### src/rtl/fifo_wr_arbiter.sv
// rtl/fifo_wr_arbiter.sv - round-robin N-to-1 FIFO write arbiter with pulse+gap write timing.
// Optional per-requester accept and stall counters under FIFO_WR_ARB_STATS_EN.
module fifo_wr_arbiter #(
  parameter int N     = 4,
  parameter int WIDTH = 32,
  parameter int IDW   = (N > 1) ? $clog2(N) : 1
) (
  input  logic               clk,
  input  logic               reset,
  input  logic [N-1:0]       req_valid,
  input  logic [N*WIDTH-1:0] req_data,
  output logic [N-1:0]       req_ready,
  output logic [IDW-1:0]     grant_id,
  output logic               w_valid,
  output logic [WIDTH-1:0]   data_in,
  input  logic               fifo_full,
  output logic [N*16-1:0]    accept_cnt,
  output logic [15:0]        stall_cnt
);

  localparam logic [1:0] S_IDLE  = 2'd0;
  localparam logic [1:0] S_WRITE = 2'd1;
  localparam logic [1:0] S_GAP   = 2'd2;

  logic [1:0]       state_q, state_d;
  logic [IDW-1:0]   rr_ptr_q, rr_ptr_d;
  logic [IDW-1:0]   grant_id_q, grant_id_d;
  logic [WIDTH-1:0] data_q, data_d;
  logic [N-1:0]     ready_q, ready_d;
  logic             w_valid_q, w_valid_d;
  logic [IDW-1:0]   winner;
  logic [WIDTH-1:0] win_data;
  logic             found;
  logic             decide;
  logic             grant;

  // Two passes: indices at/after rr_ptr first, then the wrapped-around ones.
  always_comb begin
    winner = '0;
    found  = 1'b0;
    for (int i = 0; i < N; i++) begin
      if (!found && i >= int'(rr_ptr_q) && req_valid[i]) begin
        found  = 1'b1;
        winner = IDW'(i);
      end
    end
    for (int i = 0; i < N; i++) begin
      if (!found && req_valid[i]) begin
        found  = 1'b1;
        winner = IDW'(i);
      end
    end
  end

  always_comb begin
    win_data = '0;
    for (int i = 0; i < N; i++) begin
      if (IDW'(i) == winner) win_data = req_data[i*WIDTH +: WIDTH];
    end
  end

  // fifo_full is only trusted outside WRITE; the gap lets its registered update land.
  assign decide = (state_q != S_WRITE);
  assign grant  = decide && found && !fifo_full;

  always_comb begin
    state_d    = state_q;
    rr_ptr_d   = rr_ptr_q;
    grant_id_d = grant_id_q;
    data_d     = data_q;
    w_valid_d  = grant;
    for (int i = 0; i < N; i++) ready_d[i] = grant && (IDW'(i) == winner);
    case (state_q)
      S_WRITE: state_d = S_GAP;
      default: state_d = grant ? S_WRITE : S_IDLE;
    endcase
    if (grant) begin
      data_d     = win_data;
      grant_id_d = winner;
      rr_ptr_d   = (int'(winner) == N - 1) ? '0 : winner + IDW'(1);
    end
  end

  always_ff @(posedge clk) begin
    if (reset) begin
      state_q    <= S_IDLE;
      rr_ptr_q   <= '0;
      grant_id_q <= '0;
      data_q     <= '0;
      ready_q    <= '0;
      w_valid_q  <= 1'b0;
    end else begin
      state_q    <= state_d;
      rr_ptr_q   <= rr_ptr_d;
      grant_id_q <= grant_id_d;
      data_q     <= data_d;
      ready_q    <= ready_d;
      w_valid_q  <= w_valid_d;
    end
  end

  assign req_ready = ready_q;
  assign grant_id  = grant_id_q;
  assign w_valid   = w_valid_q;
  assign data_in   = data_q;

`ifdef FIFO_WR_ARB_STATS_EN
  logic [N-1:0][15:0] acc_q;
  logic [15:0]        stall_q;

  always_ff @(posedge clk) begin
    if (reset) begin
      acc_q   <= '0;
      stall_q <= '0;
    end else begin
      if (state_q == S_WRITE) begin
        for (int i = 0; i < N; i++) begin
          if (IDW'(i) == grant_id_q && acc_q[i] != 16'hFFFF) acc_q[i] <= acc_q[i] + 16'd1;
        end
      end
      if (decide && found && fifo_full && stall_q != 16'hFFFF) stall_q <= stall_q + 16'd1;
    end
  end

  assign accept_cnt = acc_q;
  assign stall_cnt  = stall_q;
`else
  assign accept_cnt = '0;
  assign stall_cnt  = '0;
`endif

endmodule

### config.mk
export PLATFORM = sky130hd
export DESIGN_NAME = fifo_wr_arbiter
export DESIGN_NICKNAME = d
export VERILOG_FILES = /design/src/rtl/fifo_wr_arbiter.sv
export SDC_FILE = /design/constraint.sdc
export NUM_CORES = 1
export LEC_CHECK = 0
export ABC_AREA = 1
export BUFFER_PORTS_ARGS = -buffer_cell sky130_fd_sc_hd__clkbuf_2
export CORE_ASPECT_RATIO = 0.9
export CORE_MARGIN = 5
export CORE_UTILIZATION = 45
export CTS_CLUSTER_DIAMETER = 100
export DETAILED_ROUTE_END_ITERATION = 16
export GPL_ROUTABILITY_DRIVEN = 0
export PLACE_DENSITY = 0.88
export SLEW_MARGIN = 10
export SYNTH_ARGS = -nofsm -noshare
export SYNTH_HDL_FRONTEND = slang
export SYNTH_SLANG_ARGS = --single-unit
### constraint.sdc
create_clock -name clk -period 3.35 [get_ports clk]
set_input_delay 0.1675 -clock clk [delete_from_list [all_inputs] [get_ports clk]]
set_output_delay 0.1675 -clock clk [all_outputs]
set_load 0.005 [all_outputs]
# ---- Yosys cells after proc, flatten, opt, wreduce, memory -nomap -nowiden
# Cells that the tools add are included.
dict set report word_totals {
  ff_bits 43
  in_bits 135
}
dict set report classes {
  n_addsub 1
  magnitude_cmp 3
  eq_ne 6
  muxes 22
  reduce_logical 26
}
# operator n
set op_table {}
lappend op_table {{$mux W32} 4}
lappend op_table {{$logic_and A1 B1 Y1} 16}
lappend op_table {{$mux W2} 8}
lappend op_table {{$mux W1} 10}
lappend op_table {{$logic_not A1 Y1} 8}
lappend op_table {{$eq A2 B1 Y1 const B} 2}
lappend op_table {{$eq A2 B2 Y1 const A} 2}
lappend op_table {{$ge A1 B2 Y1 const A} 2}
lappend op_table {{$add A2 B1 Y2 const B} 1}
lappend op_table {{$eq A1 B2 Y1 const A} 1}
lappend op_table {{$ge A2 B2 Y1 const A} 1}
lappend op_table {{$logic_not A2 Y1} 1}
lappend op_table {{$ne A2 B1 Y1 const B} 1}
lappend op_table {{$reduce_or A2 Y1} 1}

# ---- Logic depth before layout (Yosys ltp)
# Gate-level depths: netlist (run 1).
dict set report logic_depth {
  word_depth 31
  ltp_mapped 17
  depth_no_buf 15
}

# ---- Least setup slack after synthesis (run 1)
# OpenSTA, ideal clock, no wires.
dict set report synth_path {
  kind {register to register}
  start {register rr_ptr_q[1]}
  end {register data_q[13], in the netlist data_in[13]}
  arrival_time_ps 1927
  path_slack_ps 1311
  path_stages_with_launch 17
  synth_period_minus_slack_ps 2039
  cell_sequence {dfxtp_1 nand2_1 nand2_1 nand2_2 nor2_4 nand3_1 nand2_1 inv_1 ha_1 buf_2 buf_1 a21oi_1 nand2_1 a22oi_1 nand3_1 nand2_1 nor2_1}
}
dict set report synth_via {
  elab_chain_cells 31
}
# element line
set synth_rtl {}
lappend synth_rtl {{start, declared} 26} ;# logic [IDW-1:0] rr_ptr_q, rr_ptr_d;
lappend synth_rtl {{start signal, assigned} 94} ;# rr_ptr_q <= rr_ptr_d;
lappend synth_rtl {{$ge A1 B2 Y1} 42} ;# if (!found && i >= int'(rr_ptr_q) && req_valid[i]) begin
lappend synth_rtl {{$logic_and A1 B1 Y1} 42}
lappend synth_rtl {{$mux W1} 42}
lappend synth_rtl {{$logic_not A1 Y1} 42}
lappend synth_rtl {{$logic_and A1 B1 Y1 (2 in series)} 42}
lappend synth_rtl {{$mux W1} 42}
lappend synth_rtl {{$logic_not A1 Y1} 42}
lappend synth_rtl {{$logic_and A1 B1 Y1 (2 in series)} 42}
lappend synth_rtl {{[12 not listed]} n/a}
lappend synth_rtl {{$mux W1} 48} ;# if (!found && req_valid[i]) begin
lappend synth_rtl {{$logic_not A1 Y1} 48}
lappend synth_rtl {{$logic_and A1 B1 Y1} 48}
lappend synth_rtl {{$mux W2 *} 48}
lappend synth_rtl {{net winner[0]} 31} ;# logic [IDW-1:0] winner;
lappend synth_rtl {{$logic_not A2 Y1} 58} ;# if (IDW'(i) == winner) win_data = req_data[i*WIDTH +: WIDTH];
lappend synth_rtl {{$mux W32 (3 in series)} 58}
lappend synth_rtl {{$mux W32 *} 58}
lappend synth_rtl {{end signal, assigned} 96} ;# data_q <= data_d;
lappend synth_rtl {{end, declared} 28} ;# logic [WIDTH-1:0] data_q, data_d;
# The timed path passes the listed nets; every way through them passes the cells marked *.
# A chain may end at the register's enable or synchronous reset.

# ---- Worst setup path in the final report (run 1)
dict set report layout_path {
  start {register rr_ptr_q[1]}
  end {register data_q[24], in the netlist data_in[24]}
}
# The elaborated chain is that of the path after synthesis.

==> results.md, run 1 <==
* Status: finished, final reports clean
* R2R setup slack at approximately 0.78 ns
* Clock Tree Root: clkbuf_8
* Area leader, netlist: dfxtp_1
* Critical path launch point type: flip-flop
* CP Capture Type: flip-flop
* Static Leak at 2.35 nW
* Drc violations at 0
* Worst Setup SP: rr_ptr_q[1]
* # port buffers at between 150 and 200
* Worst path required time at 3.58 ns
* PnR worst setup slack at 0.782 ns
* Detail Placement HPWL at a little over 8 mm
* Core box area at approximately 7500 um2
* TritonCTS clock tree: built
* All-Layer GR Usage at about a fifth
* H-tree lvl count at 2
* Area Overhead vs Synth at 19.4%
* Clk buf depth at 2
* Unrepaired setup endpoints after global routing: false
* Synthesized area at 3460 um2
* Slew @ Worst Pin at 1.07 ns
* # rows at 30
* First-pass GRT wire length at about 16 mm
* Detailed Routing Iterations Pass 1 at 5
* Hold EP: req_ready[0]
* Final hold violation count at 0
* Avg WL per Cell at between 10 and 15 um
* Fin crit period at 2.57 ns
* Top cells by area, synth: dfxtp_1 25%, buf_4 17%, nor2_1 14%, nand3_1 9.8%, nand2_1 9.0%
* Worst Reg2Reg Path Length in Cells at 16
* Setup Fix Bufs, Post-CTS at 0
* Worst hold slack at roughly 0.093 ns
* Synth cell types at 23
* Die X at just over 100 um
* Crit path kind: reg -> reg
* # IOs at between 200 and 300
* Period utilization at ~77%
* CTS Buf Count at 5
* Area share of the largest cell type after synthesis at 24.8%
* # hold bufs at CTS at 0
* Initial drt markers at 220
* Number of setup violations in the final report at 0
* Initial antenna violation count at 0
* #FFs+latches synth at 43
* Peak supply drop at ~0.17 mV
* Seq/Total Area, Yosys at 24.8%
* Vias per std cell at between 4 and 5
* Die Ht at around 93 um
* Worst Hold Depth at 2
* Global route overflow at 0
* Setup TNS at 0 ns
* PwrDens at just under 400 nW/um2
* Min-Delay Startpoint: reset
* Antenna diodes at 0
* # clock sinks at 43
* DIE AREA at about 9600 um2
* Vias in the first global route at roughly 3400
* Slew headroom at between 20 and 30%
* Average size of a mapped cell at about 6.3 um2
* Clk slew on worst S/H paths at around 0.09 ns
* CTS resizes at 0
* Routed wire length at between 10 and 15 mm
* Worst Path Arrival at ~2.8 ns
* HP Class: in -> reg
* Clk_skew at around 0.0088 ns
* Warnings from Yosys at 0
* Layout Nets at 836
* Clock Latency Late Sink at roughly 0.29 ns
* Dpl ws at 0.845 ns
* Layout cells sized above 1 at between 30% and 40%
* Routed Antenna Nets at 0
* Worst reg2reg path startpoint: rr_ptr_q[1]
* Max cap viols at 0
* Initial Utilization at 46.2%
* Reg2Reg Capture Point: data_in[24]
* Vias at approximately 3800
* Maximum fanout along the worst path at 20
* Synth Instances at between 500 and 600
* Fmax at a little under 0.4 GHz
* Max-slew violations at 0
* Largest net degree at the start of global routing at 37
-- layer usage --
layer | global-route usage [%] | share of wire, %
met1 | 29.2 | 42
met2 | 34.7 | 48
met3 | 3.58 | 9.8
met4 | 4.81 | 0.59
met5 | 0 | 0
-- worst max path at each step --
stage                             end  slack, ns  cells after the start
after floorplan           data_in[13]       1.31                     16
after global placement    data_in[24]       0.92                     16
after detailed placement  data_in[11]       0.85                     16
after CTS                 data_in[11]       0.81                     16
after global routing      data_in[24]       0.49                     16
final                     data_in[24]       0.78                     16
-- synth_stat cells (all sizes together) --
cell	count
nand3b	1
nor2	146
dfxtp	43
nor3	1
clkinv	1
a21oi	32
conb	1
a22oi	32
clkbuf	15
inv	16
ha	4
nand2	85
nand3	69
buf	102
-- stage by stage --
stage / utilization (%) / std cells / total power, mW / area, um2
after CTS: 55.1 / 794 / 1.62 / 4140
after detailed placement: 53.9 / 786 / 1.29 / 4050
final: 55.1 / 794 / 1.62 / 4140
after global placement: 53.9 / 786 / 1.28 / 4050
after global routing: 55.1 / 794 / 1.74 / 4140
after floorplan: - / 627 / 1.12 / 3760
-- cells by family after synthesis --
| group | count (synthesis) | synth area share [%] |
|---|---|---|
| AO/OA/AOI/OAI | 64 | 11.6 |
| other | 1 | 0.108 |
| buffers and inverters | 134 | 24.4 |
| flip-flops | 43 | 24.8 |
| AND/OR/NAND/NOR | 302 | 37.7 |
| adder cells (fa/ha/maj) | 4 | 1.44 |
-- worst max-delay path, cell delays in order, from the launching register on --
cell,delay [ns]
dfxtp_1,0.37
nor2_1,0.06
nand2_1,0.09
nand2_1,0.09
nor2_4,0.14
nand3_1,0.10
nand2_1,0.16
inv_1,0.09
ha_1,0.22
inv_1,0.41
buf_12,0.23
nor2_1,0.05
nor2_1,0.08
a22oi_1,0.10
nand3_1,0.13
nand2_1,0.06
nor2_1,0.09
-- layout by cell type, fill, tap and decap left out --
cell and count:
nand3_1 68, clkbuf_8 5, nand2_4 1, conb_1 80
buf_4 5, clkinvlp_4 2, clkinv_1 1, nor2_2 20
nand2_1 83, buf_12 2, ha_2 1, a22oi_1 32
clkinv_2 1, nand3_4 1, inv_4 1, nor2_4 1
clkbuf_2 173, a21oi_1 32, nor3_1 1, dfxtp_1 43
nor2_1 125, inv_1 15, nand2_2 1, nand3b_1 1
ha_1 3
-- where the power goes --
group          total (mW)  leakage, nW  switching [mW]  internal, mW
clock               0.330       0.0402           0.185         0.145
combinational       0.691         1.96           0.411         0.280
sequential          0.595        0.356          0.0319         0.563
total                1.62         2.35           0.628         0.988
-- cell type report --
cell class	instances	area [um2]
Sequential cell	43	861
Clock buffer	5	68.8
Clock inverter	3	20.0
Fill cell	778	3370
Inverter	17	66.3
Tap cell	96	120
Multi-Input combinational cell	450	2060
Timing Repair Buffer	180	943
-- sequential cells by signal, indices dropped and copies added (netlist names) --
name and flops:
req_ready 4, rr_ptr_q 2, data_in 32, state_q 2, w_valid 1, grant_id 2
Power figures use the tool's default switching activity.
==> inputs of run 2 (changes only) <==
--- a/config.mk
+++ b/config.mk
@@ -9,11 +9,11 @@
 export BUFFER_PORTS_ARGS = -buffer_cell sky130_fd_sc_hd__clkbuf_2
 export CORE_ASPECT_RATIO = 0.9
 export CORE_MARGIN = 5
-export CORE_UTILIZATION = 45
+export CORE_UTILIZATION = 37
 export CTS_CLUSTER_DIAMETER = 100
 export DETAILED_ROUTE_END_ITERATION = 16
 export GPL_ROUTABILITY_DRIVEN = 0
-export PLACE_DENSITY = 0.88
+export PLACE_DENSITY = 0.77
 export SLEW_MARGIN = 10
 export SYNTH_ARGS = -nofsm -noshare
 export SYNTH_HDL_FRONTEND = slang
==> constraint.sdc (replaced) <==
create_clock -name clk -period 2.3 [get_ports clk]
set_input_delay 0.115 -clock clk [delete_from_list [all_inputs] [get_ports clk]]
set_output_delay 0.115 -clock clk [all_outputs]
set_load 0.005 [all_outputs]
==> run 2 against run 1 <==
  * Wire length is 4.6% higher
  * Die area is 19% higher
  * Critical path depth down 1
  * Sequential cell count is the same
  * Cell count grew 5.2%
  * Count of clock-buffer cells in the layout is 1 higher
  * First-iteration DRC count is 33% lower
  * Sequential share of layout area fell by 1.0 points
  * Non-clock buffer count is 15 higher
  * Sequential power rose by 46%
  * Critical path type unchanged
==> results.md, run 2 (synthesis results as in run 1) <==
* Status: finished, final reports clean
* Detail Placement HPWL at around 9 mm
* Max cap viols at 0
* Routed Antenna Nets at 0
* Worst reg2reg path startpoint: rr_ptr_q[1]
* Max FFs per register at 32
* Final hold violation count at 0
* Layout cells sized above 1 at about a third
* Initial antenna violation count at 0
* Routed wl met3 at between 800 and 900 um
* Worst Path Arrival at roughly 2.3 ns
* Crit path kind: reg -> reg
* Vias at 3844
* H-tree lvl count at 2
* Worst Reg2Reg Path Length in Cells at 15
* Most used cell, CP: nand2_1
* Min-Delay Startpoint: reset
* Initial Utilization at 38.0%
* Met2 routed WL at ~5.6 mm
* # rows at 33
* Clk buf depth at 2
* CP max stage cell: dfxtp_2
* Peak supply drop at 0.242 mV
* CP Capture Type: flip-flop
* Static Leak at 2.44 nW
* Fmax at approximately 0.48 GHz
* Worst Setup SP: rr_ptr_q[1]
* CTS Buf Count at 5
* Vias in the first global route at ~3400
* Most frequent cells in the layout: 173 x clkbuf_2, 125 x nor2_1, 81 x nand2_1, 80 x conb_1, 68 x nand3_1
* # IOs at 254
* Antenna diodes at 0
* Detailed Routing Iterations Pass 1 at 5
* Drc violations at 0
* TritonCTS clock tree: built
* Core box area at roughly 9000 um2
* Fill cells at slightly below 1000
* Reg2Reg Capture Point: data_in[17]
* Clk slew on worst S/H paths at 0.08 ns
* # port buffers at approximately 170
* Clock Tree Root: clkbuf_8
* Global route overflow at 0
* HP Class: in -> reg
* All-Layer GR Usage at 18.1%
* Hold EP: req_ready[0]
* Worst path required time at approximately 2.5 ns
* R2R setup slack at between 0.15 and 0.2 ns
* # clock sinks at 43
* First-pass GRT wire length at ~17 mm
* Critical-path cell list: nor2_1, nand2_1, nand2_1, nor2_4, nand3_1, nand2_2, ha_2, inv_1, buf_4, nand3_1, nand2_1, a22oi_1, nand3_1, nand2_1, nor2_1
* Clock Latency Late Sink at 0.29 ns
* Routed wire length at about 11 mm
* Fin crit period at ~2.1 ns
* Die Ht at 102 um
* PnR worst setup slack at 0.196 ns
* Dpl ws at 0.0363 ns
* Max stage delay on crit path at about 0.36 ns
* Period utilization at between 90% and 100%
* Met1 WL at ~4.8 mm
* Unrepaired setup endpoints after global routing: false
* Clk_skew at about 0.0035 ns
* Initial drt markers at 148
* Area Overhead vs Synth at 26.1%
* DIE AREA at 11400 um2
* Avg WL per Cell at around 14 um
* Largest net degree at the start of global routing at 36
* Critical path launch point type: flip-flop
* Number of setup violations in the final report at 0
* Max-slew violations at 0
* Layout Nets at ~850
* Die X at approximately 110 um
* Setup TNS at 0 ns
* Highest Signal Layer: met4
* Most common cell after layout, fill and taps aside: clkbuf_2
* Vias per std cell at between 4 and 5
* Maximum fanout along the worst path at 11
* PwrDens at between 500 and 600 nW/um2
* Worst Hold Depth at 2
==> run 2: cell types whose count changed in the layout (fill, tap and decap cells not counted), moves of 3 or more <==
cell	change
a21oi_2	+3
buf_6	+6
a21oi_1	-3
a22oi_1	-4
ha_2	+3
buf_4	+7
a22oi_2	+4
ha_1	-3
==> run 2: final cells by class <==
class | count | area, um2 | area share [%]
inverters | 17 | 66.3 | 1.52
flip-flops and latches | 43 | 863 | 19.8
well taps | 122 | 153 | 3.49
clock inverters | 2 | 12.5 | 0.286
repair buffers | 195 | 1100 | 25.2
multi-input cells | 450 | 2100 | 48.1
clock buffers | 6 | 72.6 | 1.66
==> run 2: per-layer routing <==
layer	vias up	global-route usage (%)
met4	0	4.16
met1	1744	22.9
met2	151	31.9
li1	1935	-
met5	-	0
met3	14	3.70
==> run 2: how the worst max path moves through the flow <==
stage                        endpoint  cells past startpoint
after floorplan           data_in[13]                     16
after global placement    data_in[31]                     15
after detailed placement  data_in[31]                     15
after CTS                 data_in[31]                     15
after global routing      data_in[26]                     15
final                     data_in[17]                     15
==> run 2: stage by stage <==
step	util, %	hold WS (ns)	std cells	power (mW)	instance area (um2)
CTS	46.8	0.0537	832	2.40	4270
global placement	45.9	0.375	824	1.92	4180
global route	47.9	0.0686	835	2.63	4370
detailed placement	45.9	0.372	824	1.93	4180
floorplan	-	0.187	627	1.64	3760
finish	47.9	0.0568	835	2.44	4370
==> run 2: critical path: cells and delay by family, from the launching register on <==
kind / cells / cell delay, ns
adders and majority gates: 1 / 0.23
buffers and inverters: 2 / 0.27
AOI/OAI and AO/OA: 1 / 0.16
and+or+nand+nor: 11 / 0.99
DFF: 1 / 0.36
==> run 2: timing repair <==
item                       CTS  global route
gates resized for setup      0            23
setup endpoints to repair    0            32
hold buffers                 0             0
setup buffers                0             3
==> run 2: power by group <==
group / total [mW] / leakage [nW] / internal, mW / switching, mW
clock network: 0.469 / 0.0412 / 0.212 / 0.257
logic: 1.10 / 2.04 / 0.476 / 0.624
registers: 0.868 / 0.356 / 0.821 / 0.0469
total: 2.44 / 2.44 / 1.51 / 0.928
==> inputs of run 3 (changes only) <==
--- a/config.mk
+++ b/config.mk
@@ -13,6 +13,7 @@
 export CTS_CLUSTER_DIAMETER = 100
 export DETAILED_ROUTE_END_ITERATION = 16
 export GPL_ROUTABILITY_DRIVEN = 0
+export GPL_TIMING_DRIVEN = 0
 export PLACE_DENSITY = 0.77
 export SLEW_MARGIN = 10
 export SYNTH_ARGS = -nofsm -noshare
==> run 3 against run 2 <==
  * Power is 10% higher
  * Die area stayed put
  * Clock skew grew 0.0027 ns
  * Wire length grew 11%
  * Critical path type unchanged
  * Largest cell class unchanged
  * Highest routed layer unchanged
==> results.md, run 3 (synthesis results as in run 1) <==
* Most used cell, CP: nand2_1
* Global route overflow at 0
* Vias at just over 4000
* First-pass GRT wire length at around 19 mm
* Fmax at 0.455 GHz
* Initial drt markers at about 200
* HP Class: in -> reg
* Vias per std cell at ~4.4
* PnR worst setup slack at between 0.1 and 0.15 ns
* Worst reg2reg path startpoint: rr_ptr_q[1]
* DIE AREA at 11400 um2
* R2R setup slack at roughly 0.10 ns
* Slew @ Worst Pin at between 0.5 and 0.6 ns
* Dpl ws at -0.274 ns
* Placed cells at 922
* Cell Count, Final, Fillers Out at between 900 and 1000
* Clock Latency Late Sink at roughly 0.30 ns
* Routed wire length at about 13 mm
* Clock Tree Root: clkbuf_8
* # IOs at ~250
* Most common cell after layout, fill and taps aside: clkbuf_2
* # hold bufs at CTS at 0
* Clk buf depth at 2
* Period utilization at between 90% and 100%
* Fin crit period at between 2 and 2.5 ns
* Setup TNS at 0 ns
* # rows at 33
* CTS Buf Count at 5
* Layout Nets at around 950
* Most frequent cells in the layout: 175 x clkbuf_2, 125 x nor2_1, 86 x buf_4, 80 x conb_1, 78 x nand2_1
* Antenna diodes at 0
* H-tree lvl count at 2
* Detailed Routing Iterations Pass 1 at 7
* Reg2Reg Capture Point: data_in[19]
* CP Capture Type: flip-flop
* Layout cells sized above 1 at a little under half
* CP max stage cell: dfxtp_4
* Clk_skew at 0.00620 ns
* Core box area at roughly 9100 um2
* Clk slew on worst S/H paths at 0.09 ns
* CP endpoint: data_in[19]
* Worst Path Arrival at between 2 and 2.5 ns
* Max FFs per register at 32
* # clock sinks at 43
* Critical-path cell list: nor2_1, nand2_1, nand2_2, nor2_4, nand3_2, nand2_4, inv_2, ha_1, buf_6, buf_6, a21oi_1, nand2_1, a22oi_1, nand3_1, nand2_1, nor2_1
* Worst path required time at roughly 2.5 ns
* Multi-input logic area at around 2300 um2
* Initial antenna violation count at 0
* Status: finished, final reports clean
* # port buffers at 173
* Static Leak at around 2.9 nW
* Slew headroom at 61.5%
* PwrDens at 517 nW/um2
* Detail Placement HPWL at about 10 mm
* Drc violations at 0
* Worst hold slack at between 0.04 and 0.05 ns
* Max stage delay on crit path at between 0.3 and 0.4 ns
* Peak supply drop at 0.337 mV
* Crit path kind: reg -> reg
* Max cap viols at 0
* Fill cells at 921
* Worst Setup SP: rr_ptr_q[1]
* Initial Utilization at 38.0%
* Area Overhead vs Synth at 50.1%
* FF+latch area at 866 um2
* TritonCTS clock tree: built
* Number of setup violations in the final report at 0
* All-Layer GR Usage at approximately a fifth
* Critical path launch point type: flip-flop
* Final hold violation count at 0
* Tot Pwr at approximately 2.7 mW
* Vias in the first global route at approximately 3700
* Min-Delay Startpoint: reset
* Routed Antenna Nets at 0
* Die X at around 110 um
* Maximum fanout along the worst path at 10
* Die Ht at between 100 and 150 um
* Worst Reg2Reg Path Length in Cells at 16
* Avg WL per Cell at ~13 um
* Largest net degree at the start of global routing at 16
* Max-slew violations at 0
==> run 3: cell types whose count changed in the layout (fill, tap and decap cells not counted), moves of 5 or more <==
cell	before	now
buf_2	0	5
a22oi_1	28	10
clkbuf_1	1	6
buf_4	12	86
buf_6	6	14
a21oi_1	29	19
a22oi_2	4	22
a21oi_2	3	13
==> run 3: area by class of cell <==
type	count	area share (%)
multi-input combinational	450	43.3
tap	122	2.94
clock inverter	3	0.457
timing repair buffer	174	16.8
inverter	17	1.42
buffer	115	17.1
sequential	43	16.7
clock buffer	5	1.32
==> run 3: worst min-delay path by stage <==
stage | slack [ns] | endpoint | cells past startpoint
2_1_floorplan | 0.19 | req_ready[0] | 1
3_3_place_gp | 0.36 | req_ready[0] | 2
3_5_place_dp | 0.37 | req_ready[0] | 2
4_1_cts | 0.05 | req_ready[0] | 2
5_1_grt | 0.07 | state_q[1] | 2
6_report | 0.05 | req_ready[0] | 2
==> run 3: routing by layer <==
layer	vias up	wire (um)	GRT usage (%)
met5	-	0	0
met3	16	937	3.76
li1	2120	-	-
met2	191	5980	33.3
met1	1735	5440	27.1
met4	0	179	3.60
==> run 3: critical path, delay by kind of cell, from the launching register on <==
| family | cells | cell delay, ns |
|---|---|---|
| fa+ha+maj | 1 | 0.18 |
| flops | 1 | 0.37 |
| buf+inv | 3 | 0.35 |
| compound gates | 2 | 0.31 |
| simple gates | 10 | 0.91 |
==> run 3: per-stage QoR <==
| step | util (%) | area, um2 |
|---|---|---|
| after global placement | 52.4 | 4780 |
| after global routing | 57.0 | 5200 |
| after detailed placement | 52.4 | 4780 |
| after floorplan | - | 3760 |
| final | 57.0 | 5200 |
| after CTS | 54.0 | 4930 |
==> run 3: power by group <==
group          total (mW)  internal, mW  switching [mW]
clock               0.510         0.218           0.292
sequential          0.864         0.821          0.0438
combinational        1.32         0.608           0.708
==> run 3: what timing repair did <==
action,CTS,global route
setup endpoints to repair,33,33
pin swaps,0,12
gates resized for setup,29,90
setup buffers,0,1
endpoints found under the hold margin,0,0
